===== src/rtl/fall_event_fsm.sv =====
// fall_event_fsm: classifies a magnitude-squared stream into free-fall, impact and stillness phases
// and raises a latched alarm plus a one-cycle pulse on a confirmed fall.
module fall_event_fsm #(
  parameter logic [31:0] FF_THRESH      = 32'd67108864,
  parameter logic [31:0] IMPACT_THRESH  = 32'd1677721600,
  parameter logic [31:0] STILL_LO       = 32'd171798692,
  parameter logic [31:0] STILL_HI       = 32'd386547056,
  parameter int unsigned FF_MIN_SAMPLES = 16,
  parameter int unsigned IMPACT_WINDOW  = 25,
  parameter int unsigned STILL_SAMPLES  = 50,
  parameter int unsigned STILL_TIMEOUT  = 200
) (
  input  logic        clk,
  input  logic        rst_n,
  input  logic        mag_valid,
  input  logic [31:0] mag_sq,
  input  logic        alarm_clr,
  output logic        fall_detected,
  output logic        alarm,
  output logic [2:0]  state_o,
  output logic [15:0] fall_count
);
  typedef enum logic [2:0] {
    IDLE        = 3'd0,
    FREEFALL    = 3'd1,
    IMPACT_WAIT = 3'd2,
    STILL_CHECK = 3'd3,
    ALARM       = 3'd4
  } state_t;
  localparam logic [15:0] FF_MIN    = 16'(FF_MIN_SAMPLES);
  localparam logic [16:0] WIN_END   = 17'(IMPACT_WINDOW);
  localparam logic [16:0] STILL_END = 17'(STILL_SAMPLES);
  localparam logic [16:0] TMO_END   = 17'(STILL_TIMEOUT);
  state_t state, state_n;
  logic [15:0] ff_cnt, ff_n, win_cnt, win_n, still_cnt, still_n, tmo_cnt, tmo_n;
  logic [16:0] win_inc, still_inc, tmo_inc;
  logic is_ff, is_imp, in_band, fire;
  assign is_ff     = mag_sq < FF_THRESH;
  assign is_imp    = mag_sq >= IMPACT_THRESH;
  assign in_band   = (mag_sq >= STILL_LO) && (mag_sq <= STILL_HI);
  // 17-bit increments so the end-of-window compares never wrap at 65535
  assign win_inc   = {1'b0, win_cnt} + 17'd1;
  assign still_inc = {1'b0, still_cnt} + 17'd1;
  assign tmo_inc   = {1'b0, tmo_cnt} + 17'd1;
  assign state_o   = state;
  always_comb begin
    state_n = state;
    ff_n    = ff_cnt;
    win_n   = win_cnt;
    still_n = still_cnt;
    tmo_n   = tmo_cnt;
    fire    = 1'b0;
    if (state == ALARM) begin
      if (alarm_clr) state_n = IDLE;
    end else if (mag_valid) begin
      case (state)
        IDLE: begin
          if (is_ff) begin
            ff_n    = 16'd1;
            state_n = FREEFALL;
          end
        end
        FREEFALL: begin
          if (is_ff) ff_n = (ff_cnt == 16'hFFFF) ? ff_cnt : ff_cnt + 16'd1;
          else if (ff_cnt < FF_MIN) state_n = IDLE;
          else if (is_imp) begin
            state_n = STILL_CHECK;
            still_n = 16'd0;
            tmo_n   = 16'd0;
          end else begin
            state_n = IMPACT_WAIT;
            win_n   = 16'd1;
          end
        end
        IMPACT_WAIT: begin
          if (is_imp) begin
            state_n = STILL_CHECK;
            still_n = 16'd0;
            tmo_n   = 16'd0;
          end else begin
            win_n = win_inc[15:0];
            if (win_inc == WIN_END) state_n = IDLE;
          end
        end
        STILL_CHECK: begin
          tmo_n   = tmo_inc[15:0];
          still_n = in_band ? still_inc[15:0] : 16'd0;
          // completion wins over timeout on the same sample
          if (in_band && still_inc == STILL_END) begin
            state_n = ALARM;
            fire    = 1'b1;
          end else if (tmo_inc == TMO_END) state_n = IDLE;
        end
        default: state_n = IDLE;
      endcase
    end
  end
  always_ff @(posedge clk or negedge rst_n) begin
    if (!rst_n) begin
      state         <= IDLE;
      ff_cnt        <= 16'd0;
      win_cnt       <= 16'd0;
      still_cnt     <= 16'd0;
      tmo_cnt       <= 16'd0;
      fall_detected <= 1'b0;
      alarm         <= 1'b0;
      fall_count    <= 16'd0;
    end else begin
      state         <= state_n;
      ff_cnt        <= ff_n;
      win_cnt       <= win_n;
      still_cnt     <= still_n;
      tmo_cnt       <= tmo_n;
      fall_detected <= fire;
      alarm         <= fire ? 1'b1 : (state == ALARM && alarm_clr) ? 1'b0 : alarm;
      fall_count    <= (fire && fall_count != 16'hFFFF) ? fall_count + 16'd1 : fall_count;
    end
  end
endmodule


===== config.mk =====
export PLATFORM = sky130hd
export DESIGN_NAME = fall_event_fsm
export DESIGN_NICKNAME = d
export VERILOG_FILES = /design/src/rtl/fall_event_fsm.sv
export SDC_FILE = /design/constraint.sdc
export NUM_CORES = 1
export LEC_CHECK = 0
export BUFFER_PORTS_ARGS = -buffer_cell sky130_fd_sc_hd__buf_2
export CAP_MARGIN = 25
export CORE_ASPECT_RATIO = 1.25
export CORE_MARGIN = 2
export CORE_UTILIZATION = 35
export CTS_CLUSTER_DIAMETER = 120
export DETAILED_ROUTE_END_ITERATION = 12
export GPL_ROUTABILITY_DRIVEN = 0
export PLACE_DENSITY = 0.64
export SETUP_SLACK_MARGIN = 0.3
export SLEW_MARGIN = 30
export SYNTH_ARGS = -nofsm -noshare
export SYNTH_HDL_FRONTEND = slang
export SYNTH_SLANG_ARGS = --single-unit

===== constraint.sdc =====
create_clock -name clk -period 5.27 [get_ports clk]
set_input_delay 0.7905 -clock clk [delete_from_list [all_inputs] [get_ports clk]]
set_output_delay 0.7905 -clock clk [all_outputs]
set_load 0.02 [all_outputs]

==> results by group, run 1 <==
Global route
  – Initial antenna violation count: 1
  – First-pass GRT wire length: approximately 23,000 µm
  – Largest net degree at the start of global routing: 76
  – GRT Util Overall: 0.1678
  – Vias in the first global route: slightly below 5k
  – Overflow after GRT: 0

Synth
  – Net Count, Synth: roughly 680
  – Gate count of the mapped netlist: 640
  – Largest family of logic cells by synthesized area: simple AND/OR/NAND/NOR gates
  – Seq/Total Area, Yosys: 0.3963
  – Post-synthesis xor/xnor area fraction: 0.05711
  – Adder-cell area share of the yosys netlist: 0.01632
  – Synthesized cell area: approximately 5400 µm²
  – Synth warnings: 0
  – Flops & latches, synth: 85
  – Post-synthesis cell type count: 57
  – Post-synthesis mux area share: 0.01725
  – Simple-gate area share of the yosys netlist: 0.2914
  – Mean Syn Cell Area: ~8.4 µm²
  – Post-synth EDFFs: 0
  – Ys flop type: dfrtp_1
  – Ys async rst share: 1.000
  – Synth Area in Compound Gates: 0.1872

Placement
  – Port Buffers: 56
  – Final HPWL DP: between 9000 and 10,000 µm
  – DP Worst Slack: around 1.6 ns

Critical path
  – Worst Path Required: ~5.6 ns
  – R2R Setup Slk: roughly 2 ns
  – Critical Path Start Type: input pin
  – Crit path DAT: about 3.6 ns
  – Reg-to-reg critical path startpoint: still_cnt[0]$_DFFE_PN0P_
  – WP buf/inv: 1
  – Worst path slowest cell: nor2_1
  – CP max FO: 15
  – Crit-path cells: buf_2, nor3_1, nand4_1, nor3_1, nand2_1, a211o_1, nor2_1, a32o_1
  – CP Capture Type: flip-flop
  – Reg2reg end: fall_count[1]$_DFFE_PN0P_
  – Cell mode on critical path: nor3_1
  – R2R cell count: 8
  – Crit-path max cell delay: 0.67 ns
  – Critical path's top delay family: simple AND/OR/NAND/NOR gates
  – CP Class: input pin to flip-flop

Power and ir drop
  – Tot Pwr: between 1.5 and 2 mW
  – Gate power share: 0.077
  – VDD IR max: between 0.1 and 0.15 mV
  – Pwr Density: between 200 and 300 nW/µm²
  – Pint: 1.269 mW
  – Leakage: between 2 and 3 nW
  – Sequential power share: 0.419
  – Clock share of power: 0.504
  – Sw Pwr: between 300 and 400 µW
  – Switching share of power: 0.2217

CTS
  – Clock Latency Late Sink: approximately 0.34 ns
  – Clock slew at reported path FFs: 0.07 ns
  – Post-CTS Hold Buffers: 0
  – Post-cts resize count: 0
  – Inserted Clock Buffers: 9
  – Post-CTS setup buffer count: 0
  – Clock Path Buffers: 2
  – Clk sinks: between 80 and 90
  – Root Driver: clkbuf_16
  – CTS tree: done
  – H-tree levels: 3

Route
  – Routed WL: approximately 13,000 µm
  – First-pass DRT Iterations: 5
  – Routed via count: just over 5k
  – DRC Markers: 0
  – Initial DRC Count: 317
  – Vias per std cell: 5.845
  – Antenna viol nets, final: 0
  – Avg WL per Cell: 15.31 µm

Status
  – Status: complete, no violations

Cells and area
  – Share of the core filled with cells: 0.4108
  – Share of cells above drive strength 1: 0.1376
  – Layout area overhead: 14.92%
  – Nets@finish: between 700 and 800
  – Diodes inserted: 0
  – Fillers: ~1.5k

STA
  – Worst rel slew slack: 0.3936
  – Fin Clk Skew: roughly 0.012 ns
  – Final slew viol count: 0
  – Minimum clock period after layout: 3.286 ns
  – Final period utilization: 0.6236
  – Setup TNS: 0 ns
  – Final setup vio count: 0
  – Hold Slack: 0.2721 ns
  – Unrepaired setup endpoints after global routing: no
  – Setup WS post-layout: about 2.0 ns
  – Worst Tran Pin Value: around 0.9 ns
  – Final Hold Vio Count: 0
  – Maximum clock frequency: 0.3043 GHz

Floorplan
  – Die W: 114.8 µm
  – Placeable Area: ~15,000 µm²
  – Ports: 57
  – Initial Util: 0.3575
  – Core Rows: 50
  – Die area: 16,350 µm²
  – Chip height: approximately 140 µm

Flow run
  – Maxcap violations: 0

Worst hold path
  – Worst hold-check path type: input pin to asynchronous set/reset pin
-- how the worst max path moves through the flow --
stage | startpoint | endpoint | cells after the start | slack, ns
floorplan | mag_sq[20] | still_cnt[7]$_DFFE_PN0P_ | 8 | 2.58
global placement | mag_sq[29] | still_cnt[0]$_DFFE_PN0P_ | 8 | 1.67
detailed placement | mag_sq[29] | still_cnt[7]$_DFFE_PN0P_ | 8 | 1.62
CTS | mag_sq[29] | still_cnt[0]$_DFFE_PN0P_ | 8 | 1.98
global route | still_cnt[0]$_DFFE_PN0P_ | fall_count[1]$_DFFE_PN0P_ | 8 | 1.65
finish | mag_sq[29] | still_cnt[7]$_DFFE_PN0P_ | 8 | 1.98
-- routing by layer --
metal  vias to the layer above  GRT usage  share of wire  wire (µm)
met5                         -          0        0.00053          7
met4                         2    0.06785          0.019        249
met3                        21    0.02811          0.044        581
met2                       139     0.2828           0.49       6527
met1                      2449     0.2129           0.44       5877
li1                       2445          -              -          -
-- cell usage in the layout (no fill, tap or decap), types with 18 or more instances in the layout --
cell type	instances
nand4_1	26
nor2_1	70
xnor2_1	22
o21ai_0	69
nand2_1	63
buf_2	55
nand3_1	45
dfrtp_1	85
nor3_1	19
and3_1	18
-- cell usage after synthesis, types with 2 or more instances --
cell,count,share of area
nor3_1,19,0.018
a311oi_1,2,0.0033
a211oi_1,4,0.0056
and2_1,9,0.010
a41o_1,2,0.0037
clkbuf_1,27,0.019
mux2_2,2,0.0042
buf_2,4,0.0037
nor2_1,70,0.049
o21ai_0,69,0.064
nand3_1,45,0.042
a31o_2,7,0.011
a211o_1,2,0.0033
nand4b_1,6,0.0098
a31oi_1,9,0.010
ha_1,7,0.016
or4_1,4,0.0056
a22o_1,8,0.013
nand3b_1,2,0.0028
nand2b_1,5,0.0058
mux2i_1,4,0.0075
and3_1,18,0.021
a32o_1,2,0.0037
and4_1,4,0.0065
xnor2_1,22,0.036
nand4_1,26,0.030
or3_1,5,0.0058
nor2b_1,5,0.0058
a221o_1,3,0.0056
a21oi_1,17,0.016
o211ai_1,2,0.0028
xor2_1,13,0.021
nor4_1,17,0.020
a21o_1,5,0.0070
dfrtp_1,85,0.40
nor3b_1,3,0.0042
o31ai_1,12,0.017
buf_6,2,0.0042
nand2_1,63,0.044
mux2_4,2,0.0056
inv_1,11,0.0077
-- state kept, by name (all words and copies together) (netlist names) --
| signal | count |
|---|---|
| fall_count | 16 |
| ff_cnt | 16 |
| still_cnt | 16 |
| tmo_cnt | 16 |
| win_cnt | 16 |
| state_o | 3 |
| alarm | 1 |
| fall_detected | 1 |
-- layout make-up --
cell class	count	area, µm²	share of cell area
Multi-Input combinational cell	511	3064	0.4968
Sequential cell	85	2127	0.3448
Timing Repair Buffer	61	324.1	0.05254
Tap cell	182	227.7	0.03692
Clock buffer	9	225.2	0.03651
Clock inverter	6	158.9	0.02576
Inverter	11	41.29	0.006694
-- metrics by stage --
step	cell area [µm²]	instances
finish	6168	865
global route	6168	865
CTS	6166	865
detailed placement	5782	850
global placement	5772	850
floorplan	5368	640
-- logic make-up (layout without fill, tap and decap cells) --
| family | Yosys count | count (layout) |
|---|---|---|
| and+or+nand+nor | 305 | 305 |
| muxes | 8 | 8 |
| AOI/OAI and AO/OA | 156 | 156 |
| DFF | 85 | 85 |
| xor gates and xnor gates | 35 | 35 |
| adders and majority gates | 7 | 7 |
| buffers and inverters | 44 | 87 |
-- power groups by stage --
stage	registers [mW]	clock network (mW)	logic, mW
floorplan	0.688	0	0.0762
global route	0.686	0.861	0.142
CTS	0.683	0.837	0.127
finish	0.684	0.821	0.126
detailed placement	0.695	0	0.126
global placement	0.694	0	0.121
No activity file was read; power rests on OpenSTA's default activity.
==> inputs of run 2 (changes only) <==
clock period = 3.05 ns   (was 5.27 ns; I/O delays follow)
==> results by group, run 2 (synthesis results as in run 1) <==
Status
  – Status: complete, no violations

Placement
  – Final HPWL DP: 9606 µm (+2.9%)
  – Port Buffers: 56 (unchanged)

Cells and area
  – Layout area overhead: 15.90%
  – Diodes inserted: 0 (unchanged)
  – Nets@finish: 739 (+2.4%)
  – Commonest non-fill, non-tap cell in the layout: dfrtp_1
  – Share of cells above drive strength 1: 0.1660 (+0.02832)
  – Share of the core filled with cells: 0.4143 (+0.003500)
  – Most frequent cells in the layout: dfrtp_1 (84), nor2_1 (70), o21ai_0 (69)

Power and ir drop
  – Tot Pwr: 2.432 mW (+49%)
  – Pwr Density: 390.9 nW/µm² (+48%)
  – VDD IR max: 0.2133 mV (+47%)
  – Leakage: 2.672 nW (+1.5%)

CTS
  – Inserted Clock Buffers: 9 (unchanged)
  – Clk sinks: 85 (unchanged)
  – H-tree levels: 3 (unchanged)
  – Clock slew at reported path FFs: 0.06 ns (about the same)
  – Clock Path Buffers: 2 (unchanged)
  – Clock Latency Late Sink: 0.34 ns (about the same)
  – CTS tree: done
  – Root Driver: clkbuf_16

Global route
  – Vias in the first global route: 4,677 (-4.9%)
  – Initial antenna violation count: 0 (-1)
  – Largest net degree at the start of global routing: 50 (-34%)
  – Overflow after GRT: 0 (unchanged)
  – First-pass GRT wire length: 22,090 µm (-3.2%)
  – GRT Util Overall: 0.1654 (-0.002323)

STA
  – Fin Clk Skew: 0.009248 ns (-0.002804 ns)
  – Minimum clock period after layout: 2.586 ns
  – Final Hold Vio Count: 0 (unchanged)
  – Final setup vio count: 0 (unchanged)
  – Final period utilization: 0.8478
  – Final slew viol count: 0 (unchanged)
  – Setup TNS: 0 ns (unchanged)
  – Unrepaired setup endpoints after global routing: no
  – Hold Slack: 0.1389 ns (-0.1332 ns)
  – Worst rel slew slack: 0.5238 (+0.1302)
  – Maximum clock frequency: just under 0.4 GHz
  – Worst Tran Pin Value: 0.7143 ns (-0.1870 ns)

Route
  – Antenna viol nets, final: 0 (unchanged)
  – Vias per std cell: 5.760 (-1.4%)
  – Initial DRC Count: 368 (+16%)
  – Avg WL per Cell: 15.15 µm (-1.0%)
  – DRC Markers: 0 (unchanged)
  – Routed via count: 5,075 (+0.38%)
  – First-pass DRT Iterations: 7 (+2)
  – Routed WL: 13,350 µm (+0.81%)

Critical path
  – Reg2reg end: fall_count[1]$_DFFE_PN0P_
  – Reg-to-reg critical path startpoint: still_cnt[0]$_DFFE_PN0P_
  – CP max FO: 15 (unchanged)
  – R2R cell count: 10 (+2)
  – R2R Setup Slk: 0.46 ns (-1.57 ns)
  – Critical Path Start Type: flip-flop
  – Crit path DAT: 2.81 ns (-0.76 ns)
  – CP Capture Type: flip-flop
  – Worst Path Required: 3.28 ns (-2.27 ns)
  – CP Class: flip-flop to flip-flop

Floorplan
  – Chip height: 142.5 µm (unchanged)
  – Initial Util: 0.3575 (unchanged)
  – Ports: 57 (unchanged)
  – Core Rows: 50 (unchanged)
  – Placeable Area: 15,010 µm² (unchanged)
  – Die area: 16,350 µm² (unchanged)
  – Die W: 114.8 µm (unchanged)

Flow run
  – Maxcap violations: 0 (unchanged)

Worst hold path
  – Worst hold-check path type: input pin to asynchronous set/reset pin
-- run 2: area by class of cell --
type                            count  area (µm²)
Timing Repair Buffer               78       447.9
Sequential cell                    85        2128
Clock inverter                      1       7.507
Tap cell                          182       227.7
Clock buffer                       13       260.3
Multi-Input combinational cell    511        3108
Fill cell                        1447        8793
Inverter                           11       41.29
-- run 2: worst max-delay path by stage --
stage | to | start
after floorplan | fall_count[1]$_DFFE_PN0P_ | still_cnt[0]$_DFFE_PN0P_
after global placement | state_o[1]$_DFFE_PN0P_ | still_cnt[6]$_DFFE_PN0P_
after global routing | fall_count[1]$_DFFE_PN0P_ | still_cnt[1]$_DFFE_PN0P_
after CTS | state_o[1]$_DFFE_PN0P_ | win_cnt[0]$_DFFE_PN0P_
final | fall_count[1]$_DFFE_PN0P_ | still_cnt[0]$_DFFE_PN0P_
after detailed placement | state_o[1]$_DFFE_PN0P_ | still_cnt[0]$_DFFE_PN0P_
-- run 2: through the flow --
| stage | setup WS, ns | instances | area [µm²] |
|---|---|---|---|
| 2_1_floorplan | 0.4998 | 640 | 5368 |
| 3_3_place_gp | 0.2729 | 864 | 5877 |
| 3_5_place_dp | 0.2630 | 864 | 5883 |
| 4_1_cts | 0.3117 | 881 | 6180 |
| 5_1_grt | 0.2730 | 881 | 6221 |
| 6_report | 0.4641 | 881 | 6221 |
-- run 2: critical path, stage by stage (launching register included) --
cell      delay, ns
dfrtp_1        0.48
ha_2           0.30
nand4_1        0.17
buf_4          0.20
nor3_1         0.29
nor4_1         0.10
a21oi_2        0.20
a211oi_2       0.07
buf_4          0.21
nand2_1        0.13
mux2_4         0.31
-- run 2: report_power, final --
group	internal, mW	switching, mW
combinational	0.0926	0.141
sequential	1.15	0.0354
clock	0.588	0.429
total	1.83	0.605
-- run 2: layer usage --
layer,GRT usage,vias up,wire length [µm]
li1,-,2484,-
met1,0.2133,2425,5971
met2,0.2778,147,6580
met3,0.02215,19,580
met4,0.06975,0,217
met5,0,-,0
-- run 2: timing repair --
| action | in CTS | in global routing |
|---|---|---|
| hold buffers | 0 | 0 |
| pin swaps | 1 | 1 |
| endpoints found under the setup margin | 2 | 25 |
| resized for setup | 1 | 9 |
| buffers inserted | 3 | 0 |
==> inputs of run 3 (changes only) <==
clock period = 2.5 ns   (was 3.05 ns; I/O delays follow)
==> results by group, run 3 (synthesis results as in run 1) <==
STA
  – Final Hold Vio Count: 0 (unchanged)
  – Fin Clk Skew: 0.005019 ns (-0.004229 ns)
  – Worst rel slew slack: 0.5828 (+0.05898)
  – Final period utilization: 0.9480 (+0.1002)
  – Unrepaired setup endpoints after global routing: yes
  – Minimum clock period after layout: 2.370 ns (-0.2159 ns)
  – Final setup vio count: 0 (unchanged)
  – Maximum clock frequency: 0.4219 GHz (+9.1%)
  – Worst Tran Pin Value: 0.6258 ns (-0.08847 ns)
  – Final slew viol count: 0 (unchanged)

CTS
  – H-tree levels: 3 (unchanged)
  – Clock Latency Late Sink: 0.35 ns (about the same)
  – Inserted Clock Buffers: 9 (unchanged)
  – Clk sinks: 85 (unchanged)
  – Clock slew at reported path FFs: 0.06 ns (about the same)
  – CTS tree: done
  – Root Driver: clkbuf_16
  – Clock Path Buffers: 2 (unchanged)

Global route
  – GR peak layer: met2
  – Met3 Resource Use GR: 0.02726 (+0.005111)
  – Vias in the first global route: 5,251 (+12%)
  – Initial antenna violation count: 0 (unchanged)
  – Overflow after GRT: 0 (unchanged)
  – First-pass GRT wire length: 24,970 µm (+13%)
  – Largest net degree at the start of global routing: 47 (-6.0%)
  – Met1 Use GR: 0.2353 (+0.02199)
  – GRT Util Overall: 0.1880 (+0.02256)
  – GR Util met2: 0.3242 (+0.04640)

Cells and area
  – Share of cells above drive strength 1: 0.2590 (+0.09306)
  – Share of the core filled with cells: 0.4539 (+0.03958)
  – Most frequent cells in the layout: dfrtp_1 (80), nor2_1 (67), o21ai_0 (67)
  – Commonest non-fill, non-tap cell in the layout: dfrtp_1
  – Nets@finish: 787 (+6.5%)
  – Final non-filler cell total: 931 (+5.7%)
  – Diodes inserted: 0 (unchanged)
  – Layout area overhead: 26.97%

Worst hold path
  – Worst hold-check path type: input pin to asynchronous set/reset pin

Critical path
  – Reg-to-reg critical path startpoint: still_cnt[0]$_DFFE_PN0P_
  – Worst path slowest cell: dfrtp_2
  – CP Class: flip-flop to flip-flop
  – CP max FO: 8 (-7)
  – Crit. Startpoint: still_cnt[0]$_DFFE_PN0P_
  – R2R cell count: 8 (-2)
  – Crit-path max cell delay: 0.43 ns (-0.05 ns)
  – Crit path DAT: 2.60 ns (-0.21 ns)
  – Worst Path Required: 2.73 ns (-0.55 ns)
  – R2R Setup Slk: 0.13 ns (-0.33 ns)
  – Crit. path cell count: 8 (-2)
  – Crit-path cells: nand2_2, or3_4, mux2_4, o32a_4, nor4_4, buf_6, nand2_1, mux2_4
  – Reg2reg end: fall_count[1]$_DFFE_PN0P_
  – Cell mode on critical path: mux2_4
  – Critical Path Start Type: flip-flop
  – CP Capture Type: flip-flop
  – WP buf/inv: 1 (-1)
  – Critical path's top delay family: simple AND/OR/NAND/NOR gates

Floorplan
  – Chip height: 142.5 µm (unchanged)
  – Die W: 114.8 µm (unchanged)
  – Core Rows: 50 (unchanged)
  – Initial Util: 0.3575 (unchanged)
  – Ports: 57 (unchanged)
  – Placeable Area: 15,010 µm² (unchanged)
  – Die area: 16,350 µm² (unchanged)

Route
  – Avg WL per Cell: 15.97 µm (+5.4%)
  – Antenna viol nets, final: 0 (unchanged)
  – Initial DRC Count: 361 (-1.9%)
  – Vias per std cell: 5.771 (+0.19%)
  – Routed WL: 14,870 µm (+11%)
  – DRC Markers: 0 (unchanged)
  – First-pass DRT Iterations: 5 (-2)
  – Routed via count: 5,373 (+5.9%)

Power and ir drop
  – Pwr Density: 444.7 nW/µm² (+14%)
  – Leakage: 2.957 nW (+11%)
  – VDD IR max: 0.2290 mV (+7.3%)
  – Tot Pwr: 3.031 mW (+25%)

Placement
  – Port Buffers: 56 (unchanged)
  – Placed cell count: 899 (+4.1%)
  – Final HPWL DP: 10,400 µm (+8.2%)

Flow run
  – Maxcap violations: 0 (unchanged)

Status
  – Status: complete, no violations
## run 3: changes by cell type in the layout (fill, tap and decap cells not counted), sizes merged
cell / before / now
clkbuf: 13 / 14
buf: 78 / 126
clkinvlp: 1 / 0
clkinv: 0 / 2
## run 3: worst max path at each step
stage                                     end  slack (ns)
finish              fall_count[1]$_DFFE_PN0P_        0.13
global route           state_o[1]$_DFFE_PN0P_        0.02
CTS                 fall_count[1]$_DFFE_PN0P_        0.16
detailed placement   still_cnt[7]$_DFFE_PN0P_       -0.25
global placement     still_cnt[0]$_DFFE_PN0P_       -0.21
floorplan           fall_count[1]$_DFFE_PN0P_        0.04
## run 3: worst reg2reg max path, stage by stage, from the launching register on
cell	delay, ns
dfrtp_2	0.43
nand2_2	0.09
or3_4	0.40
mux2_4	0.31
o32a_4	0.22
nor4_4	0.22
buf_6	0.18
nand2_1	0.10
mux2_4	0.31
## run 3: power breakdown
group	switching [mW]	internal [mW]	leakage [nW]
clock network	0.549	0.726	0.137
logic	0.186	0.137	1.65
registers	0.0343	1.40	1.17
## run 3: per-layer routing
layer / wire length, µm / part of all wire
met2: 7486 / 0.50
met3: 631 / 0.042
met1: 6456 / 0.43
met5: 0 / 0
met4: 294 / 0.020
## run 3: timing repair
action | in CTS | in global routing
pin swaps | 6 | 18
endpoints found under the setup margin | 38 | 44
gates resized for setup | 12 | 25
setup buffers | 9 | 7
hold buffers | 0 | 0
## run 3: final cells by class
class | count | area, µm²
multi-input cells | 511 | 3287
clock inverters | 2 | 10.01
flip-flops and latches | 85 | 2133
repair buffers | 126 | 852.1
well taps | 182 | 227.7
clock buffers | 14 | 264.0
inverters | 11 | 41.29
fillers | 1418 | 8199
## run 3: stage by stage
step	hold slack [ns]	cell area [µm²]	TNS, ns	setup WS (ns)
5_1_grt	0.09308	6815	0	0.01718
4_1_cts	0.05971	6643	0	0.1572
3_3_place_gp	0.4178	6245	-2.027	-0.2055
6_report	0.02774	6815	0	0.1300
2_1_floorplan	0.07941	5465	0	0.03807
3_5_place_dp	0.4335	6245	-2.486	-0.2463
